`src/rtl/bp_pkg.sv`:
```
// bp_pkg: shared types and the 2-bit saturating counter helper for the PHT update path
package bp_pkg;
  localparam int BP_N = 2;
  typedef enum logic {BP_INIT, BP_RUN} bp_ctrl_state_t;
  typedef struct packed {logic [BP_N-1:0] idx; logic taken;} pht_upd_t;
  function automatic logic [1:0] sat_cnt2(input logic [1:0] c, input logic taken);
    return taken ? (c == 2'd3 ? c : c + 2'd1) : (c == 2'd0 ? c : c - 2'd1);
  endfunction
endpackage

```
`src/rtl/bp_upd_fifo.sv`:
```
// bp_upd_fifo: synchronous FIFO of resolved-branch updates with clear and occupancy count
module bp_upd_fifo
  import bp_pkg::*;
#(
  parameter int DEPTH = 4
) (
  input  logic                     clk,
  input  logic                     reset,
  input  logic                     clr,
  input  logic                     push,
  input  logic                     pop,
  input  pht_upd_t                 din,
  output pht_upd_t                 dout,
  output logic [$clog2(DEPTH):0]   cnt
);
  localparam int AW = $clog2(DEPTH);
  pht_upd_t r_mem [DEPTH];
  logic [AW-1:0] r_wp, r_rp;
  logic [AW:0] r_cnt;
  logic w_push, w_pop;
  // guards keep cnt inside 0..DEPTH even if the caller misbehaves
  assign w_pop  = pop && r_cnt != '0;
  assign w_push = push && (r_cnt != (AW+1)'(DEPTH) || w_pop);
  always_ff @(posedge clk) begin
    if (reset || clr) begin
      r_wp  <= '0;
      r_rp  <= '0;
      r_cnt <= '0;
    end else begin
      r_wp  <= w_push ? r_wp + AW'(1) : r_wp;
      r_rp  <= w_pop ? r_rp + AW'(1) : r_rp;
      r_cnt <= r_cnt + (AW+1)'(w_push) - (AW+1)'(w_pop);
    end
  end
  always_ff @(posedge clk) begin
    if (w_push && !(reset || clr)) r_mem[r_wp] <= din;
  end
  assign dout = r_mem[r_rp];
  assign cnt  = r_cnt;
endmodule

```
`src/rtl/pht_update_ctrl.sv`:
```
// pht_update_ctrl: sweeps the gshare PHT to a known value after reset/flush, then
// drains queued branch updates as one saturating read-modify-write per cycle.
module pht_update_ctrl
  import bp_pkg::*;
#(
  parameter int         N        = BP_N,
  parameter int         DEPTH    = 4,
  parameter logic [1:0] INIT_VAL = 2'b11
) (
  input  logic         clk,
  input  logic         reset,
  input  logic         flush_req,
  input  logic         upd_valid,
  output logic         upd_ready,
  input  logic [N-1:0] upd_idx,
  input  logic         upd_taken,
  output logic [N-1:0] pht_raddr,
  input  logic [1:0]   pht_rdata,
  output logic         pht_we,
  output logic [N-1:0] pht_waddr,
  output logic [1:0]   pht_wdata,
  output logic         pred_enable,
  output logic         hist_clr
);
  localparam int CW = $clog2(DEPTH) + 1;
  bp_ctrl_state_t r_state, w_state_nx;
  logic [N-1:0] r_swp, w_swp_nx;
  logic [CW-1:0] w_cnt;
  pht_upd_t w_head, w_din;
  logic w_run, w_pop, w_push, w_clr;
  assign w_run     = !reset && r_state == BP_RUN;
  assign w_pop     = w_run && w_cnt != '0;
  assign upd_ready = w_run && !flush_req && (w_cnt != CW'(DEPTH) || w_pop);
  assign w_push    = upd_valid && upd_ready;
  // the queue stays empty for the whole sweep and is dropped on a flush
  assign w_clr     = !w_run || flush_req;
  assign w_din     = {upd_idx, upd_taken};
  bp_upd_fifo #(.DEPTH(DEPTH)) u_fifo (
    .clk   (clk),
    .reset (reset),
    .clr   (w_clr),
    .push  (w_push),
    .pop   (w_pop),
    .din   (w_din),
    .dout  (w_head),
    .cnt   (w_cnt)
  );
  always_comb begin
    w_state_nx = flush_req ? BP_INIT : r_state;
    w_swp_nx   = '0;
    pht_we     = w_pop;
    pht_waddr  = w_head.idx;
    pht_wdata  = sat_cnt2(pht_rdata, w_head.taken);
    if (r_state == BP_INIT) begin
      w_swp_nx   = flush_req ? '0 : r_swp + N'(1);
      w_state_nx = (!flush_req && r_swp == '1) ? BP_RUN : BP_INIT;
      pht_we     = !reset;
      pht_waddr  = r_swp;
      pht_wdata  = INIT_VAL;
    end
  end
  always_ff @(posedge clk) begin
    if (reset) begin
      r_state <= BP_INIT;
      r_swp   <= '0;
    end else begin
      r_state <= w_state_nx;
      r_swp   <= w_swp_nx;
    end
  end
  assign pht_raddr   = w_head.idx;
  assign pred_enable = w_run;
  assign hist_clr    = !w_run;
endmodule

```
`config.mk`:
```
export PLATFORM = sky130hd
export DESIGN_NAME = pht_update_ctrl
export DESIGN_NICKNAME = d
export VERILOG_FILES = /design/src/rtl/bp_pkg.sv /design/src/rtl/bp_upd_fifo.sv /design/src/rtl/pht_update_ctrl.sv
export SDC_FILE = /design/constraint.sdc
export NUM_CORES = 1
export LEC_CHECK = 0
export BUFFER_PORTS_ARGS = -buffer_cell sky130_fd_sc_hd__buf_2
export CORE_ASPECT_RATIO = 0.75
export CORE_MARGIN = 2
export CORE_UTILIZATION = 53
export CTS_BUF_LIST = sky130_fd_sc_hd__clkbuf_4 sky130_fd_sc_hd__clkbuf_8 sky130_fd_sc_hd__clkbuf_16
export DETAILED_ROUTE_END_ITERATION = 12
export GPL_ROUTABILITY_DRIVEN = 0
export GPL_TIMING_DRIVEN = 0
export PLACE_DENSITY = 0.75
export SKIP_LAST_GASP = 1
export SLEW_MARGIN = 40
export SYNTH_ARGS = -nofsm -noshare
export SYNTH_HDL_FRONTEND = slang
export SYNTH_SLANG_ARGS = --single-unit
```
`constraint.sdc`:
```
create_clock -name clk -period 2.75 [get_ports clk]
set_clock_uncertainty 0.2 [all_clocks]
set_input_delay 0 -clock clk [delete_from_list [all_inputs] [get_ports clk]]
set_output_delay 0 -clock clk [all_outputs]
set_load 0.02 [all_outputs]
```
==> results.cfg, run 1 <==
[worst_setup_path]
ff2ff_setup_slack_ns = 0.28
start_kind = register
rr_startpoint = u_fifo.cnt[1]
critPathKind = register to register
arrival_ns = 2.49
r2r_end = u_fifo.cnt[2]
cp-end-kind = register
cp.required_ns = 2.77
reg2reg_depth = 9
critical_path.max_fanout = 5

[floorplanning]
pin_count = 19
rows = 14
die_area_sq_um = 2480
design.core.area_sq_um = 2000
chipWidth_um = 56.9
die_y_um = 43.7
start_util_pct = 55.6

[place]
place_area_sq_um = 1230
place_ws_ns = 0.316
io_buffers = 18
dp_hpwl_um = 1370
place_inst = 133

[sta]
timing.final.crit_period_ns = 2.47
rsz0062_at_grt = false
tightest_slew_ns = 0.508
max_slew_margin_pct = 65.9
finalHoldViolCount = 0
hold_slack_ns = 0.164
setup_tns_ns = 0
slew_violations = 0
fin_ws_ns = 0.283
fmax_mhz = 405
period_share_pct = 89.7
setup_viol = 0

[detailed_routing]
drc = 0
wirelength_um = 1810
drtAntennaViolNets = 0
first_pass_iters = 4
drtIter0Drc = 18
viasPerCell = 5.22
via_count = 751
wire_per_inst_um = 12.5

[clock_network]
path_clk_slew_ns = 0.12
ctsResizeCount = 0
post_cts_buffers = 0
clk_latency_ns = 0.31
root_buffer = clkbuf_4
cts_buffers = 3
cts_tree = built
cts_sinks = 24
cts_max_path_buffers = 2
htree_levels = 1
cts.hold.buffers_added = 7

[synthesis]
synth.net_count = 108
netlist_instances = 91
yosys.area.top_type = edfxtp_1
syn_avg_cell_area_sq_um = 12.2
ys_ff_latch = 24
synthDistinctLibCells = 29
seq_area_frac_synth_pct = 54.1
synth_area_sq_um = 1110
yosys_warnings = 0
synth_top_area_share_pct = 32.4
synthTopCellsByArea = edfxtp_1 32%, dfxtp_1 22%, ha_1 7.9%, mux2_2 4.1%, mux4_2 4.1%

[power]
p_leak_nw = 0.527
irDropWorstVdd_mv = 0.320
power_density_nw_per_um2 = 442
power_mw = 0.591

[min_path]
min_path_type = input port to output pin
min_from = pht_rdata[0]
hold_end = pht_wdata[0]
hold_depth = 3

[finish]
finalInstanceArea_sq_um = 1340
drive_gt1_share_pct = 27.5
finalNetCount = 138
diodes = 0
final_common_cell = buf_2
fin_cells = 144
final_cell_mix = 19 x buf_2, 12 x dfxtp_1, 12 x edfxtp_1
syn_to_final_growth_pct = 20.4
final_util_pct = 67.0

[global_route]
grt_pass1_wl_um = 3060
grt.total_usage_pct = 16.6
antenna_found_initial = 0
grt_pass1_vias = 708
grt-ovfl-total = 0
grt_max_degree = 14

[job]
maxCapViolCount = 0

[outcome]
run_status = finished, final reports clean
## Yosys cell counts
master,number
a21oi_1,3
nor3_1,5
buf_2,1
nor4_1,1
a31o_1,1
or3_1,1
buf_6,1
a311oi_1,1
inv_1,9
dfxtp_1,12
fa_1,1
nand2b_1,2
and2_2,2
clkinv_4,1
edfxtp_1,12
mux2i_1,1
nand2_1,2
o311a_1,1
xnor2_1,3
mux4_2,2
o21ai_0,1
a211oi_1,3
mux2_2,4
or3b_1,1
nor2_1,7
and2_1,4
ha_1,7
nor4b_1,1
nor2b_1,1
## where the power goes
part / switching, mW / internal [mW]
clock network: 0.101 / 0.0810
logic: 0.0152 / 0.0166
registers: 0.00107 / 0.376
total: 0.117 / 0.474
## layout make-up
cell class	instances	area (sq um)
fillers	158	659
flip-flops and latches	24	601
multi-input cells	55	452
repair buffers	25	160
inverters	10	42.5
clock buffers	4	36.3
well taps	24	30.0
plain buffers	2	16.3
## worst max path at each step
stage / cells past startpoint / start / slack, ns / endpoint
after floorplan: 9 / u_fifo.cnt[1] / 0.49 / u_fifo.cnt[2]
after global placement: 9 / u_fifo.cnt[1] / 0.35 / u_fifo.cnt[2]
after detailed placement: 9 / u_fifo.cnt[1] / 0.32 / u_fifo.cnt[2]
after CTS: 9 / u_fifo.cnt[1] / 0.29 / u_fifo.cnt[2]
after global routing: 9 / u_fifo.cnt[1] / 0.09 / u_fifo.cnt[2]
final: 9 / u_fifo.cnt[1] / 0.28 / u_fifo.cnt[2]
## cell families (layout without fill, tap and decap cells)
group           after synthesis  in the layout  synth area share [%]
flops                        24             24                  54.1
mux                           7              7                  9.01
fa+ha+maj                     8              8                  9.68
compound gates               10             10                  6.31
xor+xnor                      3              3                  2.37
simple gates                 27             27                  13.3
buf+inv                      12             41                  5.29
## metal layers
layer	share of wire (%)	GRT usage, %
met5	0	0
met1	49	21.4
met4	1.5	5.58
met2	44	27.2
met3	5.6	5.37
## sequential cells by signal, summed over array words and instances (netlist names), named ones only
signal        flops
u_fifo.cnt        3
u_fifo.r_wp       2
r_swp             2
u_fifo.r_mem     12
u_fifo.r_rp       2
r_state           1
## critical path, cell delays in order, from the launching register on
cell     delay (ns)
dfxtp_1        0.36
nor3_1         0.42
nor2_1         0.13
ha_1           0.30
inv_1          0.03
ha_1           0.18
fa_1           0.37
xnor2_1        0.19
xnor2_1        0.14
nor2_1         0.05
(Power assumes the default switching activity.)
==> run 2, diff against run 1 <==
--- a/config.mk
+++ b/config.mk
@@ -5,15 +5,16 @@
 export SDC_FILE = /design/constraint.sdc
 export NUM_CORES = 1
 export LEC_CHECK = 0
+export ABC_AREA = 1
 export BUFFER_PORTS_ARGS = -buffer_cell sky130_fd_sc_hd__buf_2
 export CORE_ASPECT_RATIO = 0.75
 export CORE_MARGIN = 2
-export CORE_UTILIZATION = 53
+export CORE_UTILIZATION = 54
 export CTS_BUF_LIST = sky130_fd_sc_hd__clkbuf_4 sky130_fd_sc_hd__clkbuf_8 sky130_fd_sc_hd__clkbuf_16
 export DETAILED_ROUTE_END_ITERATION = 12
 export GPL_ROUTABILITY_DRIVEN = 0
 export GPL_TIMING_DRIVEN = 0
-export PLACE_DENSITY = 0.75
+export PLACE_DENSITY_LB_ADDON = 0.1
 export SKIP_LAST_GASP = 1
 export SLEW_MARGIN = 40
 export SYNTH_ARGS = -nofsm -noshare
==> run 2 against run 1 <==
Count of clock-buffer cells in the layout fell by 1. Die area is 0.33% higher. Synthesized cell count increased by 41%. Worst setup slack better by 0.12 ns. Sequential power barely moved. Wire length increased by 9.5%. Clock power rose by 37%. Via count increased by 13%.
==> results.cfg, run 2 <==
[outcome]
run_status = finished, final reports clean

[global_route]
grt_pass1_wl_um = 3580
grt-ovfl-total = 0
grt_max_degree = 15
antenna_found_initial = 0
grt_pass1_vias = 870
grt.total_usage_pct = 18.8

[power]
internal_power_mw = 0.539
power_density_nw_per_um2 = 480
switchingPower_mw = 0.118
p_leak_nw = 0.583
comb_power_share_pct = 4.7
pwr-share-seq_pct = 57.4
irDropWorstVdd_mv = 0.380
clock_power_share_pct = 37.9
netSwitchingFraction_pct = 17.9

[finish]
multiInputGateArea_sq_um = 445
final_common_cell = nand2_1
diodes = 0
largest_register = u_fifo.r_mem
seqCellArea_sq_um = 601
largest_reg_flops = 12
syn_to_final_growth_pct = 20.5
finalNetCount = 174
final_cell_mix = 30 x nand2_1, 23 x inv_1, 18 x buf_2
finalInstanceArea_sq_um = 1370
drive_gt1_share_pct = 17.9
fillers = 169

[synthesis]
ys_ff_latch = 24
syn_avg_cell_area_sq_um = 8.88
synthDistinctLibCells = 20
yosys-top-cells-count = 30 x nand2_1, 23 x inv_1, 15 x nor2_1, 12 x dfxtp_1, 12 x edfxtp_1
synthArstFlopShare_pct = 0
synth_edf_count = 12
yosys.area.top_type = edfxtp_1
synthTopCellsByArea = edfxtp_1 32%, dfxtp_1 21%, nand2_1 9.9%, ha_1 7.7%, inv_1 7.6%
netlist_instances = 128
synth_area_sq_um = 1140
synth_ff_type = edfxtp_1
yosys_warnings = 0
seq_area_frac_synth_pct = 52.9
synth.net_count = 145
synth.most_common_cell = nand2_1
synth_top_area_share_pct = 31.7

[clock_network]
cts_sinks = 24
clk_latency_ns = 0.31
path_clk_slew_ns = 0.12
htree_levels = 1
cts_tree = built
cts_max_path_buffers = 2
ctsResizeCount = 0
root_buffer = clkbuf_4
cts_buffers = 3

[job]
maxCapViolCount = 0

[place]
io_buffers = 18
place_area_sq_um = 1260
dp_hpwl_um = 1550

[floorplanning]
die_y_um = 43.7
rows = 14
pin_count = 19
die_area_sq_um = 2490
chipWidth_um = 57.0
start_util_pct = 56.9
design.core.area_sq_um = 2000

[worst_setup_path]
start_kind = register
path_buf_inv = 3
critPathKind = register to register
cp.required_ns = 2.77
critPathTopFamily = adder cells
cp-end-kind = register
slowest_stage = dfxtp_1
arrival_ns = 2.37
max_stage_delay_ns = 0.39
critical_path.max_fanout = 7
crit_chain = inv_2 > nor2_4 > nand2_2 > inv_1 > ha_1 > inv_1 > ha_1 > fa_1 > xnor2_1 > nand2_1 > nand2_1 > nor2_1

[sta]
period_share_pct = 85.5
tightest_slew_ns = 0.285
setup_tns_ns = 0
max_slew_margin_pct = 80.9
finalHoldViolCount = 0
rsz0062_at_grt = false
slew_violations = 0
timing.final.crit_period_ns = 2.35
fmax_mhz = 425
setup_viol = 0
hold_slack_ns = 0.168

[min_path]
min_path_type = input port to output pin

[detailed_routing]
drc = 0
drtIter0Drc = 34
wirelength_um = 1980
via_count = 851
first_pass_iters = 4
viasPerCell = 4.73
drtAntennaViolNets = 0
wire_per_inst_um = 11.0
[run 2: area by class of cell]
class | instances | share of cell area (%)
inverter | 24 | 6.58
clock inverter | 1 | 2.19
clock buffer | 3 | 1.65
timing repair buffer | 24 | 11.0
sequential | 24 | 43.9
multi-input combinational | 80 | 32.5
tap | 24 | 2.19
[run 2: power groups by stage]
stage                     registers [mW]  logic, mW  clock network, mW
after floorplan                    0.385     0.0114                  0
after global placement             0.385     0.0229                  0
after detailed placement           0.385     0.0242                  0
after CTS                          0.377     0.0318              0.258
after global routing               0.378     0.0340              0.270
final                              0.377     0.0309              0.249
[run 2: per-layer routing]
layer / vias up / part of all wire (%) / global-route usage, %
li1: 454 / - / -
met1: 374 / 47 / 23.9
met2: 20 / 47 / 32.9
met3: 3 / 5.6 / 4.48
met4: 0 / 0.40 / 4.65
met5: - / 0 / 0
[run 2: logic make-up (layout without fill, tap and decap cells)]
logic type / after synthesis / count (layout) / synth area share (%)
AOI/OAI and AO/OA: 6 / 6 / 3.08
adders and majority gates: 8 / 8 / 9.47
DFF: 24 / 24 / 52.9
buffers and inverters: 24 / 52 / 7.93
xor gates and xnor gates: 2 / 2 / 1.54
and+or+nand+nor: 64 / 64 / 25.1
[run 2: worst register-to-register path, cell delays in order, from the launching register on]
cell	delay [ns]
dfxtp_1	0.39
inv_2	0.17
nor2_4	0.06
nand2_2	0.12
inv_1	0.06
ha_1	0.27
inv_1	0.04
ha_1	0.18
fa_1	0.39
xnor2_1	0.21
nand2_1	0.08
nand2_1	0.06
nor2_1	0.04
[run 2: final timing paths]
path / to / cells past startpoint / start / slack (ns)
worst min register to register: r_swp[0] / 1 / r_swp[0] / 0.27
worst min-delay path: pht_wdata[1] / 4 / pht_rdata[0] / 0.17
worst max-delay path: u_fifo.cnt[2] / 12 / r_state / 0.40
worst max register to register: u_fifo.cnt[2] / 12 / r_state / 0.40
[run 2: per-stage QoR]
stage	utilization, %	total power [mW]	cells	setup slack (ns)
after floorplan	-	0.397	128	0.575
after global placement	62.9	0.408	170	0.510
after detailed placement	62.9	0.410	170	0.458
after CTS	69.0	0.667	181	0.0861
after global routing	68.5	0.682	180	0.258
final	68.5	0.657	180	0.399
[run 2: what timing repair did]
item,CTS,global route
buffers inserted,0,0
hold endpoints to repair,24,0
hold buffers,7,0
endpoints found under the setup margin,0,1
